`src/rtl/mc_ctrl_pkg.sv`:
```
// Shared encodings for the multi-cycle MIPS sequencer: states, opcodes,
// datapath mux codes and the packed control word driven onto the datapath.
package mc_ctrl_pkg;

    typedef enum logic [3:0] {
        S_IDLE   = 4'd0,
        S_FETCH  = 4'd1,
        S_DECODE = 4'd2,
        S_MEMADR = 4'd3,
        S_MEMRD  = 4'd4,
        S_MEMWB  = 4'd5,
        S_MEMWR  = 4'd6,
        S_REX    = 4'd7,
        S_RWB    = 4'd8,
        S_BEQ    = 4'd9,
        S_AEX    = 4'd10,
        S_AWB    = 4'd11,
        S_JMP    = 4'd12
    } state_t;

    localparam logic [5:0] OPC_R    = 6'b000000;
    localparam logic [5:0] OPC_LW   = 6'b100011;
    localparam logic [5:0] OPC_SW   = 6'b101011;
    localparam logic [5:0] OPC_BEQ  = 6'b000100;
    localparam logic [5:0] OPC_ADDI = 6'b001000;
    localparam logic [5:0] OPC_J    = 6'b000010;

    // ALUOp codes are also consumed by AluControl.
    localparam logic [1:0] ALUOP_ADD   = 2'b00;
    localparam logic [1:0] ALUOP_SUB   = 2'b01;
    localparam logic [1:0] ALUOP_FUNCT = 2'b10;

    localparam logic [1:0] SRCB_REG      = 2'b00;
    localparam logic [1:0] SRCB_FOUR     = 2'b01;
    localparam logic [1:0] SRCB_SEXT     = 2'b10;
    localparam logic [1:0] SRCB_SEXT_SH2 = 2'b11;

    localparam logic [1:0] PCSRC_ALU    = 2'b00;
    localparam logic [1:0] PCSRC_ALUOUT = 2'b01;
    localparam logic [1:0] PCSRC_JUMP   = 2'b10;

    typedef struct packed {
        logic       pcWrite;
        logic       pcWriteCond;
        logic       iorD;
        logic       memRead;
        logic       memWrite;
        logic       irWrite;
        logic       regDst;
        logic       memToReg;
        logic       regWrite;
        logic       aluSrcA;
        logic [1:0] aluSrcB;
        logic [1:0] aluOp;
        logic [1:0] pcSource;
    } ctrl_t;

    localparam int CTRL_W = $bits(ctrl_t);

endpackage

```
`src/rtl/mc_ctrl_decode.sv`:
```
// Pure state-to-control-word lookup; FETCH's PC/IR loads are later gated
// by mem_ready in the FSM top.
module mc_ctrl_decode
    import mc_ctrl_pkg::*;
(
    input  logic [3:0]        i_state,
    output logic [CTRL_W-1:0] o_ctrl
);

    ctrl_t w_ctrl;

    always_comb begin
        w_ctrl = '0;
        case (i_state)
            S_FETCH: begin
                w_ctrl.memRead = 1'b1;
                w_ctrl.irWrite = 1'b1;
                w_ctrl.pcWrite = 1'b1;
                w_ctrl.aluSrcB = SRCB_FOUR;
            end
            S_DECODE: begin
                w_ctrl.aluSrcB = SRCB_SEXT_SH2;
            end
            S_MEMADR: begin
                w_ctrl.aluSrcA = 1'b1;
                w_ctrl.aluSrcB = SRCB_SEXT;
            end
            S_MEMRD: begin
                w_ctrl.memRead = 1'b1;
                w_ctrl.iorD    = 1'b1;
            end
            S_MEMWB: begin
                w_ctrl.regWrite = 1'b1;
                w_ctrl.memToReg = 1'b1;
            end
            S_MEMWR: begin
                w_ctrl.memWrite = 1'b1;
                w_ctrl.iorD     = 1'b1;
            end
            S_REX: begin
                w_ctrl.aluSrcA = 1'b1;
                w_ctrl.aluOp   = ALUOP_FUNCT;
            end
            S_RWB: begin
                w_ctrl.regWrite = 1'b1;
                w_ctrl.regDst   = 1'b1;
            end
            S_BEQ: begin
                w_ctrl.aluSrcA     = 1'b1;
                w_ctrl.aluOp       = ALUOP_SUB;
                w_ctrl.pcWriteCond = 1'b1;
                w_ctrl.pcSource    = PCSRC_ALUOUT;
            end
            S_AEX: begin
                w_ctrl.aluSrcA = 1'b1;
                w_ctrl.aluSrcB = SRCB_SEXT;
            end
            S_AWB: begin
                w_ctrl.regWrite = 1'b1;
            end
            S_JMP: begin
                w_ctrl.pcWrite  = 1'b1;
                w_ctrl.pcSource = PCSRC_JUMP;
            end
            default: w_ctrl = '0;
        endcase
    end

    assign o_ctrl = w_ctrl;

endmodule

```
`src/rtl/mc_control_fsm.sv`:
```
// Multi-cycle MIPS control FSM: state register, next-state sequencing,
// memory wait-state stalls, sticky illegal-opcode flag and retire counter.
module mc_control_fsm
    import mc_ctrl_pkg::*;
#(
    parameter int         CNT_W   = 32,
    parameter logic [5:0] OP_R    = OPC_R,
    parameter logic [5:0] OP_LW   = OPC_LW,
    parameter logic [5:0] OP_SW   = OPC_SW,
    parameter logic [5:0] OP_BEQ  = OPC_BEQ,
    parameter logic [5:0] OP_ADDI = OPC_ADDI,
    parameter logic [5:0] OP_J    = OPC_J
) (
    input  logic             clk,
    input  logic             rst,
    input  logic             run,
    input  logic [5:0]       Op,
    input  logic             zf,
    input  logic             mem_ready,
    output logic             PCWrite,
    output logic             PCWriteCond,
    output logic             IorD,
    output logic             MemRead,
    output logic             MemToWrite,
    output logic             IRWrite,
    output logic             RegDst,
    output logic             MemToReg,
    output logic             RegWrite,
    output logic             ALUSrcA,
    output logic [1:0]       ALUSrcB,
    output logic [1:0]       ALUOp,
    output logic [1:0]       PCSource,
    output logic             bad_op,
    output logic [CNT_W-1:0] retired,
    output logic [3:0]       state_dbg
);

    state_t             r_state;
    state_t             w_next;
    logic               r_badOp;
    logic [CNT_W-1:0]   r_retired;
    logic               w_retire;
    logic               w_illegal;
    logic               w_fetchGate;
    logic [CTRL_W-1:0]  w_ctrlBits;
    ctrl_t              w_ctrl;
    logic               w_unusedZf;

    // zf is consumed by the datapath (ANDed with PCWriteCond), not here.
    assign w_unusedZf = zf;

    always_ff @(posedge clk or posedge rst) begin
        if (rst) begin
            r_state <= S_IDLE;
        end else begin
            r_state <= w_next;
        end
    end

    always_comb begin
        w_next    = r_state;
        w_retire  = 1'b0;
        w_illegal = 1'b0;
        case (r_state)
            S_IDLE:   if (run) w_next = S_FETCH;
            S_FETCH:  if (mem_ready) w_next = S_DECODE;
            S_DECODE: begin
                case (Op)
                    OP_LW, OP_SW: w_next = S_MEMADR;
                    OP_R:         w_next = S_REX;
                    OP_BEQ:       w_next = S_BEQ;
                    OP_ADDI:      w_next = S_AEX;
                    OP_J:         w_next = S_JMP;
                    default: begin
                        w_illegal = 1'b1;
                        w_next    = run ? S_FETCH : S_IDLE;
                    end
                endcase
            end
            S_MEMADR: w_next = (Op == OP_SW) ? S_MEMWR : S_MEMRD;
            S_MEMRD:  if (mem_ready) w_next = S_MEMWB;
            S_MEMWR:  if (mem_ready) w_retire = 1'b1;
            S_REX:    w_next = S_RWB;
            S_AEX:    w_next = S_AWB;
            S_MEMWB, S_RWB, S_BEQ, S_AWB, S_JMP: w_retire = 1'b1;
            default:  w_next = S_IDLE;
        endcase
        if (w_retire) begin
            w_next = run ? S_FETCH : S_IDLE;
        end
    end

    always_ff @(posedge clk or posedge rst) begin
        if (rst) begin
            r_badOp   <= 1'b0;
            r_retired <= '0;
        end else begin
            if (w_illegal) r_badOp <= 1'b1;
            if (w_retire)  r_retired <= r_retired + CNT_W'(1);
        end
    end

    mc_ctrl_decode u_decode (
        .i_state (r_state),
        .o_ctrl  (w_ctrlBits)
    );

    assign w_ctrl      = ctrl_t'(w_ctrlBits);
    // PC and IR only load on the cycle the instruction fetch completes.
    assign w_fetchGate = (r_state == S_FETCH) ? mem_ready : 1'b1;

    assign PCWrite     = w_ctrl.pcWrite & w_fetchGate;
    assign IRWrite     = w_ctrl.irWrite & w_fetchGate;
    assign PCWriteCond = w_ctrl.pcWriteCond;
    assign IorD        = w_ctrl.iorD;
    assign MemRead     = w_ctrl.memRead;
    assign MemToWrite  = w_ctrl.memWrite;
    assign RegDst      = w_ctrl.regDst;
    assign MemToReg    = w_ctrl.memToReg;
    assign RegWrite    = w_ctrl.regWrite;
    assign ALUSrcA     = w_ctrl.aluSrcA;
    assign ALUSrcB     = w_ctrl.aluSrcB;
    assign ALUOp       = w_ctrl.aluOp;
    assign PCSource    = w_ctrl.pcSource;

    assign bad_op      = r_badOp;
    assign retired     = r_retired;
    assign state_dbg   = r_state;

endmodule

```
`config.mk`:
```
export PLATFORM = sky130hd
export DESIGN_NAME = mc_control_fsm
export DESIGN_NICKNAME = d
export VERILOG_FILES = /design/src/rtl/mc_ctrl_pkg.sv /design/src/rtl/mc_ctrl_decode.sv /design/src/rtl/mc_control_fsm.sv
export SDC_FILE = /design/constraint.sdc
export NUM_CORES = 1
export LEC_CHECK = 0
export CORE_ASPECT_RATIO = 1.75
export CORE_MARGIN = 5
export CORE_UTILIZATION = 51
export DETAILED_ROUTE_END_ITERATION = 8
export PLACE_DENSITY = 0.88
export SYNTH_ARGS = -nofsm -noshare
export SYNTH_HDL_FRONTEND = slang
export SYNTH_SLANG_ARGS = --single-unit
export TNS_END_PERCENT = 20
```
`constraint.sdc`:
```
create_clock -name clk -period 2.6 [get_ports clk]
set_input_delay 0.52 -clock clk [delete_from_list [all_inputs] [get_ports clk]]
set_output_delay 0.52 -clock clk [all_outputs]
set_load 0.005 [all_outputs]
```
After elaboration in Yosys (flattened, before gate mapping)
Cells that the tools add are included.
W data, S select, Z words.

word-level totals
  word-level logic and storage cells = 66
  output and inout port bits = 53
  input port bits = 11
  bits in registers = 37

cells by class
  add/sub/neg operators = 1
  bitwise logic cells = 2
  equal/unequal tests = 21
  reductions and logical operators = 13
  multiplexer cells = 26

operators with widths
  operator                 count
  $add A32 B1 Y32 const B  1
  $pmux W4 S8              1
  $eq A4 B4 Y1 const B     5
  $pmux W4 S5              1
  $eq A4 B3 Y1 const B     4
  $mux W4                  4
  $mux W1                  15
  $eq A6 B6 Y1 const B     2
  $reduce_or A6 Y1         2
  $reduce_or A2 Y1         5
  $ne A3 B3 Y1 const B     3
  $eq A4 B2 Y1 const B     2
  $pmux W2 S2              2
  $eq A6 B2 Y1 const B     1
  $eq A6 B3 Y1 const B     1
  $eq A6 B4 Y1 const B     1
  $logic_not A6 Y1         1
  $pmux W2 S3              1
  $reduce_or A5 Y1         1
  $eq A4 B1 Y1 const B     1
  $logic_not A4 Y1         1
  $reduce_and A4 Y1        1
  $reduce_or A4 Y1         1
  $reduce_or A3 Y1         1
  4 further kinds          5

Longest topological paths before layout
Gate-level depths: netlist (run 1).

  depth in word-level cells = 5
  gate-level depth with buffers = 6

Hierarchy
A second synthesis (run 1) with hierarchy kept.

second synthesis, totals
  cell total of the unflattened synthesis = 246
  area, all modules = 2280.9 µm²

modules (own cells, without submodules)
  module          area each (µm²)  times used  cells each
  mc_control_fsm  2087.0           1           214
  mc_ctrl_decode  193.9            1           32

Worst setup path after synthesis (run 1)
OpenSTA, ideal clock, no wires.

  kind = register to output
  from = register r_state[0], in the netlist state_dbg[0]
  to = output ALUOp[0]
  setup slack = 0.650 ns
  cell stages (with the launch flop) = 6
  data arrival time = 1.430 ns
  cell sequence = dfrtp_1 -> clkbuf_1 -> buf_1 -> nand2_1 -> nor2_1 -> buf_4

between the ends
  cells in the longest elaborated chain, start to end = 2
  elaborated cells between the ends (all ways) = 3
  those cells by class = eq/ne (2); mux (1)

ends and longest elaborated chain
  item                                          line                  text
  from (decl)                                   mc_control_fsm.sv:38  state_t r_state;
  from (signal assigned)                        mc_control_fsm.sv:56  r_state <= w_next;
  $eq A4 B4 Y1 or $eq A4 B3 Y1 (tied branches)  mc_ctrl_decode.sv:14  case (i_state)
  $pmux W2 S2 (*)                               mc_ctrl_decode.sv:14
  to (decl)                                     mc_control_fsm.sv:31  output logic [1:0] ALUOp,

Mark *: on every way between the ends. The rest lies on a longest branch, timed or not.

Final worst setup path (run 1)
  from = register r_state[1], in the netlist state_dbg[1]
  to = output RegWrite

between the ends
  cells in the longest elaborated chain, start to end = 3
  elaborated cells between the ends (all ways) = 5
  those cells by class = eq/ne (3); mux (1); reduce/logical (1)

ends and longest elaborated chain
  item                                          line                  text
  $eq A4 B3 Y1 or $eq A4 B4 Y1 (tied branches)  mc_ctrl_decode.sv:14
  $reduce_or A3 Y1 (no source line) (*)         n/a
  $mux W1 (*)                                   mc_ctrl_decode.sv:14
  to (decl)                                     mc_control_fsm.sv:28  output logic RegWrite,

Marks and branches as above.

==> results of run 1 <==
==> sequential cells by signal (all words and copies together) (netlist names) <==
signal,flops
retired,32
state_dbg,4
bad_op,1
==> cell type report <==
class | count | area share [%]
Clock buffer | 7 | 2.93
Inverter | 9 | 1.15
Multi-Input combinational cell | 183 | 39.2
Sequential cell | 37 | 31.5
Tap cell | 49 | 2.08
Timing Repair Buffer | 70 | 23.1
==> through the flow <==
step	instance area, um2	utilization (%)
after floorplan	2170	-
after detailed placement	2860	68.8
final	2940	70.9
after global placement	2860	68.8
after CTS	2940	70.9
after global routing	2940	70.9
==> power groups by stage <==
stage | Combinational (uW) | Sequential [uW] | Clock [uW]
floorplan | 421 | 734 | 0
global route | 863 | 789 | 432
CTS | 796 | 771 | 405
finish | 787 | 771 | 401
global placement | 769 | 777 | 0
detailed placement | 782 | 779 | 0
==> worst max-delay path, stage by stage, from the launching register on <==
cell	delay, ns
dfrtp_1	0.50
or3b_4	0.47
o21ai_0	0.10
a21o_1	0.13
clkdlybuf4s50_1	0.49
==> how the worst max path moves through the flow <==
stage                     slack, ns  cells past startpoint  endpoint          from
after floorplan                0.65                      5  ALUOp[0]  state_dbg[0]
after global placement         0.21                      4   PCWrite     mem_ready
after detailed placement       0.21                      4   PCWrite     mem_ready
after CTS                      0.11                      4   PCWrite  state_dbg[3]
after global routing           0.02                      4  RegWrite  state_dbg[2]
final                          0.10                      4  RegWrite  state_dbg[1]
==> cells in the final DEF, fill, tap and decap left out, drive strengths merged, types with 2 or more instances in the layout <==
cell type | synthesis | routed
buf | 5 | 8
clkdlybuf4s50 | 0 | 62
or2 | 2 | 2
or3b | 2 | 2
or3 | 3 | 3
o21ai | 8 | 8
inv | 9 | 9
nor4 | 9 | 9
o21a | 2 | 2
nor2b | 2 | 2
nand2 | 25 | 25
and2 | 2 | 2
nand2b | 4 | 4
dfrtp | 37 | 37
nor2 | 24 | 24
or4 | 2 | 2
xor2 | 22 | 22
clkbuf | 4 | 7
nand4 | 6 | 6
a21oi | 4 | 4
nand3 | 15 | 15
and3 | 4 | 4
nor3 | 19 | 19
xnor2 | 11 | 11
==> what timing repair did <==
action	CTS	global route
buffers inserted	0	0
setup endpoints to repair	0	1
hold buffers	0	0
resized for setup	0	1
==> logic make-up after synthesis <==
| group | share of synthesized area [%] |
|---|---|
| xor+xnor | 13.3 |
| buf+inv | 4.15 |
| simple gates | 30.5 |
| compound gates | 8.36 |
| mux | 0.461 |
| fa+ha+maj | 0.577 |
| flops | 42.7 |
==> layer usage <==
| layer | track usage (%) | routed length (um) | vias up |
|---|---|---|---|
| met4 | 12.3 | 162 | 0 |
| met5 | 0 | 0 | - |
| met1 | 25.7 | 2160 | 986 |
| met2 | 40.9 | 3210 | 81 |
| li1 | - | - | 965 |
| met3 | 3.49 | 319 | 16 |
==> results.ini, run 1 <==
[layout]
n_fill_cell = 322
seqCellArea_um2 = 927
final_nets = 318
syn_to_final_growth_pct = 35.6
insertedDiodeCount = 0
instances_no_fill = 355
drive_gt1_share_pct = 7.52
multi_input_area_mm2 = 0.00115

[detailed_routing]
wl_per_cell_um = 16.5
drc = 0
vias = 2048
routed_wl_um = 5850
drt_first_pass_iters = 4
ant_nets = 0
drt_iter0_drc = 121
viasPerCell = 5.77

[cts]
root_buffer = clkbuf_8
htree_num_levels = 2
cts_buffers = 5
cts.sinks = 37
cts_tree = yes
clk_path_buf_depth = 2
cts.reportedPaths.clkPinSlew_ns = 0.07
worstSkewPairLatency_ns = 0.29

[power_and_ir_drop]
clockPowerShare_pct = 20.5
p_int_uw = 1290
irDropWorstVdd_mv = 0.490
p_leak_uw = 0.00129
p_seq_share_pct = 39.4
finalPower_uw = 1960
p_sw_share_pct = 34.4
power_frac_comb_pct = 40.2
powerDensity_mw_per_mm2 = 666
p_sw_uw = 673

[critical_path]
worst-endpoint-arrival_ns = 1.98
crit_path_end_kind = output pin
crit_required_ns = 2.08
cp_max_fo = 10
startpoint_type = flop
r2r-start = state_dbg[2]
r2r-end = retired[27]
worstSetupPathType = reg -> out
reg2reg_slack_ns = 0.66
worstRegToRegCells = 5

[worst_hold_path]
hold_class = reg -> reg
hold_start = retired[31]
hold_end = retired[31]
min_path_cells = 1

[run_status]
status = complete, no violations

[timing]
maxSlewHeadroom_pct = 65.2
post-route-min-period_ns = 2.50
worst_pin_slew_ns = 0.508
setup_ws_ns = 0.102
finalSetupViolCount = 0
hold_viol = 0
rsz0062_at_grt = no
skew_ns = 0.00417
report.final.slew_viol_count = 0
tns_ns = 0
post-route-period-util_pct = 96.1
whs_ns = 0.487
maxClockFrequency_ghz = 0.400

[die]
die_w_um = 59.3
die_h_um = 96.3
pin_count = 64
coreArea_mm2 = 0.00415
fp.dieArea_mm2 = 0.00571
start_util_pct = 52.3
rows = 31

[global_route]
grt_usage_pct = 23.1
antenna_found_initial = 0
grt_pass1_vias = 2230
grt_overflow_total = 0
grt_max_degree = 38
grt_pass1_wl_um = 10100

[synth]
ys.flop_type = dfrtp_1
synth_seq_cells = 37
synth_top_cell_by_area = dfrtp_1
async_flop_share_pct = 100
yosys_warnings = 0
netlist_top_cells_area = dfrtp_1, xor2_1, xnor2_1, nand2_1, nor3_1
syn_inst = 238
yosysSeqAreaShare_pct = 42.7
synth.net_count = 250
netlist_area_mm2 = 0.00217
syn_area_per_cell_um2 = 9.12
synth_commonest_cells = dfrtp_1, nand2_1, nor2_1
ys_types = 47
synth-edff-count = 0
synthDominantCellAreaShare_pct = 42.7
synth_most_common_cell = dfrtp_1

[run]
maxCapViolations = 0

[placement]
dp_slack_ns = 0.207
place_inst = 348
portBuffers = 62
dp_hpwl_um = 4410
finalWeightedCongestion = 0.973

No activity file was read; power rests on OpenSTA's default activity.
==> run 2, diff against run 1 <==
Settings changed: CORE_UTILIZATION 51 to 50, PLACE_DENSITY 0.88 to 0.86, SYNTH_HIERARCHICAL set to 1.
==> run 2 against run 1 <==
- critical path depth stayed put
- sequential power is 2.7% lower
- worst setup slack better by 0.069 ns
- first-iteration DRC count is 17% lower
- sequential cell count stayed put
- cell area is 3.0% higher
- area after synthesis is 5.1% higher
- clock power hardly changed
- die area is 6.2% higher
- largest cell class unchanged
- largest power group unchanged
- highest routed layer unchanged
==> results.ini, run 2 <==
[run_status]
status = complete, no violations  ; unchanged

[timing]
maxClockFrequency_ghz = 0.412  ; was 0.400 GHz
post-route-period-util_pct = 93.4  ; was 96.1%
rsz0062_at_grt = no  ; unchanged
hold_viol = 0  ; unchanged
post-route-min-period_ns = 2.43  ; was 2.50 ns
setup_ws_ns = 0.172  ; was 0.102 ns
report.final.slew_viol_count = 0  ; unchanged
skew_ns = 0.00378  ; was 0.00417 ns
worst_pin_slew_ns = 0.546  ; was 0.508 ns
maxSlewHeadroom_pct = 63.6  ; was 65.2%
tns_ns = 0  ; unchanged
finalSetupViolCount = 0  ; unchanged
whs_ns = 0.473  ; was 0.487 ns

[layout]
insertedDiodeCount = 0  ; unchanged
final_common_cell = clkdlybuf4s50_1  ; unchanged
largest_register_ffs = 32  ; unchanged
final_cell_mix = clkdlybuf4s50_1, dfrtp_1, nor2_1, xnor2_1  ; was clkdlybuf4s50_1, dfrtp_1, nand2_1, nor2_1, xor2_1
final_nets = 321  ; was 318
drive_gt1_share_pct = 9.06  ; was 7.52%
syn_to_final_growth_pct = 32.9  ; was 35.6%

[critical_path]
cp_max_fo = 18  ; was 10
startpoint_type = flop  ; unchanged
crit_path_end_kind = output pin  ; unchanged
slowest_delay_ns = 0.58  ; was 0.50 ns
critical_path.top_delay_family = flip-flops  ; unchanged
worstSetupPathType = reg -> out  ; unchanged
crit_required_ns = 2.08  ; about the same
cp_cell_sequence = nand2b_1 -> nor3_1 -> and2_1 -> clkdlybuf4s50_1  ; was or3b_4 -> o21ai_0 -> a21o_1 -> clkdlybuf4s50_1
cpMaxStageDelayCell = dfrtp_1  ; unchanged
worst-endpoint-arrival_ns = 1.91  ; was 1.98 ns
crit_buf_inv = 1  ; unchanged

[placement]
dp_slack_ns = 0.236  ; was 0.207 ns
portBuffers = 62  ; unchanged
finalWeightedCongestion = 0.872  ; was 0.973
dp_hpwl_um = 4210  ; was 4410 um

[die]
die_h_um = 99.4  ; was 96.3 um
fp.dieArea_mm2 = 0.00607  ; was 0.00571 mm2
coreArea_mm2 = 0.00440  ; was 0.00415 mm2
die_w_um = 61.1  ; was 59.3 um
rows = 32  ; was 31
start_util_pct = 51.8  ; was 52.3%
pin_count = 64  ; unchanged

[global_route]
grt_usage_pct = 19.8  ; was 23.1%
grt_pass1_wl_um = 9370  ; was 10100 um
antenna_found_initial = 0  ; unchanged
grt_pass1_vias = 2034  ; was 2230
grt_max_degree = 38  ; unchanged
grt_overflow_total = 0  ; unchanged

[cts]
root_buffer = clkbuf_8  ; unchanged
cts_buffers = 5  ; unchanged
cts.sinks = 37  ; unchanged
cts-hold-fix-buffers = 0  ; unchanged
cts-resized-gates = 0  ; unchanged
worstSkewPairLatency_ns = 0.28  ; was 0.29 ns
clk_path_buf_depth = 2  ; unchanged
cts_tree = yes  ; unchanged
htree_num_levels = 2  ; unchanged
cts.reportedPaths.clkPinSlew_ns = 0.07  ; about the same
cts_setup_buffers = 0  ; unchanged

[synth]
ys.flop_type = dfrtp_1  ; unchanged
synth_seq_cells = 37  ; unchanged
synth-edff-count = 0  ; unchanged
synth_top_cell_by_area = dfrtp_1  ; unchanged
synth_most_common_cell = dfrtp_1  ; unchanged
synth_commonest_cells = dfrtp_1, nor2_1, xnor2_1  ; was dfrtp_1, nand2_1, nor2_1
async_flop_share_pct = 100  ; unchanged
ys_types = 52  ; was 47
syn_area_per_cell_um2 = 9.27  ; was 9.12 um2
synth.net_count = 258  ; was 250
netlist_top_cells_area = dfrtp_1, xnor2_1, xor2_1, a21oi_1, nand3_1  ; was dfrtp_1, xor2_1, xnor2_1, nand2_1, nor3_1
yosysSeqAreaShare_pct = 40.6  ; was 42.7%
netlist_area_mm2 = 0.00228  ; was 0.00217 mm2
yosys_warnings = 6  ; was 0
synthDominantCellAreaShare_pct = 40.6  ; was 42.7%
syn_inst = 246  ; was 238

[power_and_ir_drop]
p_leak_uw = 0.00131  ; was 0.00129 uW
p_int_uw = 1350  ; was 1290 uW
finalPower_uw = 2110  ; was 1960 uW
irDropWorstVdd_mv = 0.691  ; was 0.490 mV
p_sw_uw = 753  ; was 673 uW
power_frac_comb_pct = 45.5  ; was 40.2%
p_seq_share_pct = 35.6  ; was 39.4%
clockPowerShare_pct = 18.9  ; was 20.5%
powerDensity_mw_per_mm2 = 695  ; was 666 mW/mm2
p_sw_share_pct = 35.7  ; was 34.4%

[detailed_routing]
vias = 1975  ; was 2048
ant_nets = 0  ; unchanged
drc = 0  ; unchanged
drt_iter0_drc = 100  ; was 121
wl_per_cell_um = 15.6  ; was 16.5 um
drt_first_pass_iters = 4  ; unchanged
routed_wl_um = 5610  ; was 5850 um
viasPerCell = 5.49  ; was 5.77

[run]
maxCapViolations = 0  ; unchanged

[worst_hold_path]
hold_class = reg -> reg  ; unchanged

[run 2: cell count changes after synthesis, sizes merged, moves of 4 or more]
cell | previous run | this run
a21oi | 4 | 16
and2 | 2 | 6
buf | 5 | 9
inv | 9 | 13
nand2 | 25 | 15
nor4 | 9 | 2
o21ai | 8 | 4
xnor2 | 11 | 20
xor2 | 22 | 16
[run 2: power groups by stage]
stage	Sequential, uW	Clock, uW	Combinational (uW)
2_1_floorplan	742	0	562
3_3_place_gp	754	0	942
3_5_place_dp	758	0	961
4_1_cts	748	412	966
5_1_grt	764	435	1060
6_report	750	398	959
[run 2: metal layers]
metal	global-route usage [%]	wire [um]	vias up
li1	-	-	976
met1	23.3	2210	935
met2	34.4	3040	54
met3	3.25	254	10
met4	7.68	108	0
met5	0	0	-
[run 2: worst reg2reg max path, cell delays in order (launching register included)]
cell and delay, ns:
dfrtp_1 0.58, or3b_1 0.48, nand3_1 0.20, nand4_2 0.26, nor4_2 0.35, xor2_1 0.17
[run 2: cell type report]
type | count | area, um2
clock buffers | 7 | 86.3
fillers | 356 | 1370
inverters | 13 | 48.8
multi-input cells | 183 | 1230
flip-flops and latches | 37 | 926
well taps | 51 | 63.8
repair buffers | 69 | 673
[run 2: final timing paths]
path	from	to	slack [ns]	cells past startpoint
min	retired[31]	retired[31]	0.47	1
min in group asynchronous	rst	retired[23]	0.64	3
max in group asynchronous	rst	state_dbg[3]	1.62	3
max reg2reg	state_dbg[1]	retired[27]	0.50	5
min reg2reg	retired[31]	retired[31]	0.47	1
max	state_dbg[1]	IRWrite	0.17	4
[run 2: cells by family after synthesis]
group                      after synthesis  synth area share (%)
DFF                                     37                  40.6
buffers and inverters                   26                  5.38
xor gates and xnor gates                36                  13.8
adders and majority gates                1                 0.548
and+or+nand+nor                        110                  29.2
AOI/OAI and AO/OA                       35                  9.98
muxes                                    1                 0.494
[run 2: metrics by stage]
stage	area, um2	instances	util, %
4_1_cts	3030	360	68.8
2_1_floorplan	2280	246	-
3_5_place_dp	2940	353	66.8
6_report	3030	360	68.8
3_3_place_gp	2940	353	66.8
5_1_grt	3030	360	68.8
==> run 3, diff against run 2 <==
Settings changed: PLACE_DENSITY 0.86 to 0.87.
==> run 3 against run 2 <==
- register-to-register slack about the same
- largest power group unchanged
- critical path type unchanged
- power decreased by 0.83%
- sequential share of layout area increased by 0.11 points
- clock power decreased by 3%
- largest cell class unchanged
==> results.ini, run 3 (synthesized netlist as in run 2, its figures left out) <==
[cts]
clk_path_buf_depth = 2  ; unchanged
root_buffer = clkbuf_8  ; unchanged
cts_setup_buffers = 0  ; unchanged
cts_tree = yes  ; unchanged
cts-hold-fix-buffers = 0  ; unchanged
cts_buffers = 5  ; unchanged
worstSkewPairLatency_ns = 0.29  ; was 0.28 ns
cts.sinks = 37  ; unchanged
htree_num_levels = 2  ; unchanged
cts.reportedPaths.clkPinSlew_ns = 0.07  ; about the same
cts-resized-gates = 0  ; unchanged

[timing]
report.final.slew_viol_count = 0  ; unchanged
maxClockFrequency_ghz = 0.413  ; was 0.412 GHz
post-route-period-util_pct = 93.1  ; was 93.4%
maxSlewHeadroom_pct = 66.6  ; was 63.6%
worst_pin_slew_ns = 0.501  ; was 0.546 ns
setup_ws_ns = 0.180  ; was 0.172 ns
finalSetupViolCount = 0  ; unchanged
tns_ns = 0  ; unchanged
post-route-min-period_ns = 2.42  ; was 2.43 ns
rsz0062_at_grt = no  ; unchanged
hold_viol = 0  ; unchanged
skew_ns = 0.00598  ; was 0.00378 ns

[critical_path]
slowest_delay_ns = 0.56  ; was 0.58 ns
cp_cell_sequence = nand2b_1 -> nor3_1 -> and2_1 -> clkdlybuf4s50_1  ; unchanged
cpMaxStageDelayCell = dfrtp_1  ; unchanged
worstRegToRegCells = 5  ; unchanged
crit_path_end_kind = output pin  ; unchanged
startpoint = state_dbg[1]  ; unchanged
r2r-start = state_dbg[1]  ; unchanged
worstSetupPathType = reg -> out  ; unchanged
cp_max_fo = 16  ; was 18
startpoint_type = flop  ; unchanged
crit_required_ns = 2.08  ; about the same
worst-endpoint-arrival_ns = 1.90  ; was 1.91 ns

[power_and_ir_drop]
clockPowerShare_pct = 18.4  ; was 18.9%
p_leak_uw = 0.00131  ; about the same
p_int_uw = 1320  ; was 1350 uW
p_sw_share_pct = 36.9  ; was 35.7%
irDropWorstVdd_mv = 0.802  ; was 0.691 mV
powerDensity_mw_per_mm2 = 692  ; was 695 mW/mm2
power_frac_comb_pct = 46.0  ; was 45.5%
finalPower_uw = 2090  ; was 2110 uW
p_sw_uw = 771  ; was 753 uW
p_seq_share_pct = 35.5  ; was 35.6%

[layout]
finish.instance_area_mm2 = 0.00302  ; was 0.00303 mm2
insertedDiodeCount = 0  ; unchanged
multi_input_area_mm2 = 0.00123  ; unchanged
n_fill_cell = 356  ; unchanged
drive_gt1_share_pct = 9.06  ; unchanged
syn_to_final_growth_pct = 32.4  ; was 32.9%
final_common_cell = clkdlybuf4s50_1  ; unchanged
finish.utilization_pct = 68.6  ; was 68.8%
final_nets = 320  ; was 321
largest_register_ffs = 32  ; unchanged
final_cell_mix = clkdlybuf4s50_1, dfrtp_1, nor2_1, xnor2_1  ; unchanged
seqCellArea_um2 = 926  ; unchanged

[detailed_routing]
wl_per_cell_um = 15.4  ; was 15.6 um
routed_wl_um = 5560  ; was 5610 um
vias = 2026  ; was 1975
viasPerCell = 5.63  ; was 5.49
ant_nets = 0  ; unchanged
drt_first_pass_iters = 4  ; unchanged
drc = 0  ; unchanged
drt_iter0_drc = 102  ; was 100

[global_route]
antenna_found_initial = 0  ; unchanged
grt_max_degree = 38  ; unchanged
grt_pass1_wl_um = 9590  ; was 9370 um
grt_pass1_vias = 2021  ; was 2034
grt_usage_pct = 20.3  ; was 19.8%
grt_overflow_total = 0  ; unchanged

[die]
rows = 32  ; unchanged
coreArea_mm2 = 0.00440  ; unchanged
pin_count = 64  ; unchanged
die_h_um = 99.4  ; unchanged
start_util_pct = 51.8  ; unchanged
die_w_um = 61.1  ; unchanged
fp.dieArea_mm2 = 0.00607  ; unchanged

[placement]
placedInstanceArea_mm2 = 0.00294  ; about the same
dp_hpwl_um = 4210  ; unchanged
dp_slack_ns = 0.271  ; was 0.236 ns
portBuffers = 62  ; unchanged
finalWeightedCongestion = 0.836  ; was 0.872

[worst_hold_path]
hold_start = retired[31]  ; unchanged
hold_class = reg -> reg  ; unchanged
min_path_cells = 1  ; unchanged

[run]
maxCapViolations = 0  ; unchanged

[run_status]
status = complete, no violations  ; unchanged

## run 3: changes by cell type in the layout (fill, tap and decap cells not counted), sizes merged
cell / before / now
buf: 7 / 6
clkbuf: 7 / 6
clkinv: 0 / 2
## run 3: power by group through the flow
stage | registers [uW] | clock network, uW | logic [uW]
3_3_place_gp | 748 | 0 | 940
3_5_place_dp | 751 | 0 | 959
6_report | 743 | 385 | 962
4_1_cts | 743 | 390 | 971
5_1_grt | 757 | 417 | 1070
2_1_floorplan | 742 | 0 | 562
## run 3: final cells by class
class                           instances  area share (%)
Clock buffer                            6            2.40
Clock inverter                          2           0.332
Timing Repair Buffer                   68            22.0
Tap cell                               51            2.11
Multi-Input combinational cell        183            40.8
Sequential cell                        37            30.7
Inverter                               13            1.62
## run 3: path summary, 6_finish.rpt
check                               to  slack, ns
setup / recovery               IRWrite       0.18
hold / removal             retired[31]       0.47
setup reg to reg            retired[5]       0.51
hold reg to reg            retired[31]       0.47
max in group asynchronous  retired[13]       1.63
min in group asynchronous   retired[5]       0.63
## run 3: routing by layer
metal / vias up / wire length (um) / track usage (%)
met1: 976 / 2080 / 23.9
met2: 67 / 3090 / 35.8
met5: - / 0 / 0
met3: 9 / 277 / 3.25
li1: 974 / - / -
met4: 0 / 115 / 6.68
## run 3: critical path, delay by kind of cell, from the launching register on
kind | cells | cell delay (ns)
buffers and inverters | 1 | 0.49
flip-flops | 1 | 0.56
AND/OR/NAND/NOR | 3 | 0.56
## run 3: stage by stage
stage,hold slack [ns],instances
after floorplan,0.465,246
after global placement,0.456,352
after detailed placement,0.462,352
after CTS,0.475,360
after global routing,0.489,360
final,0.473,360
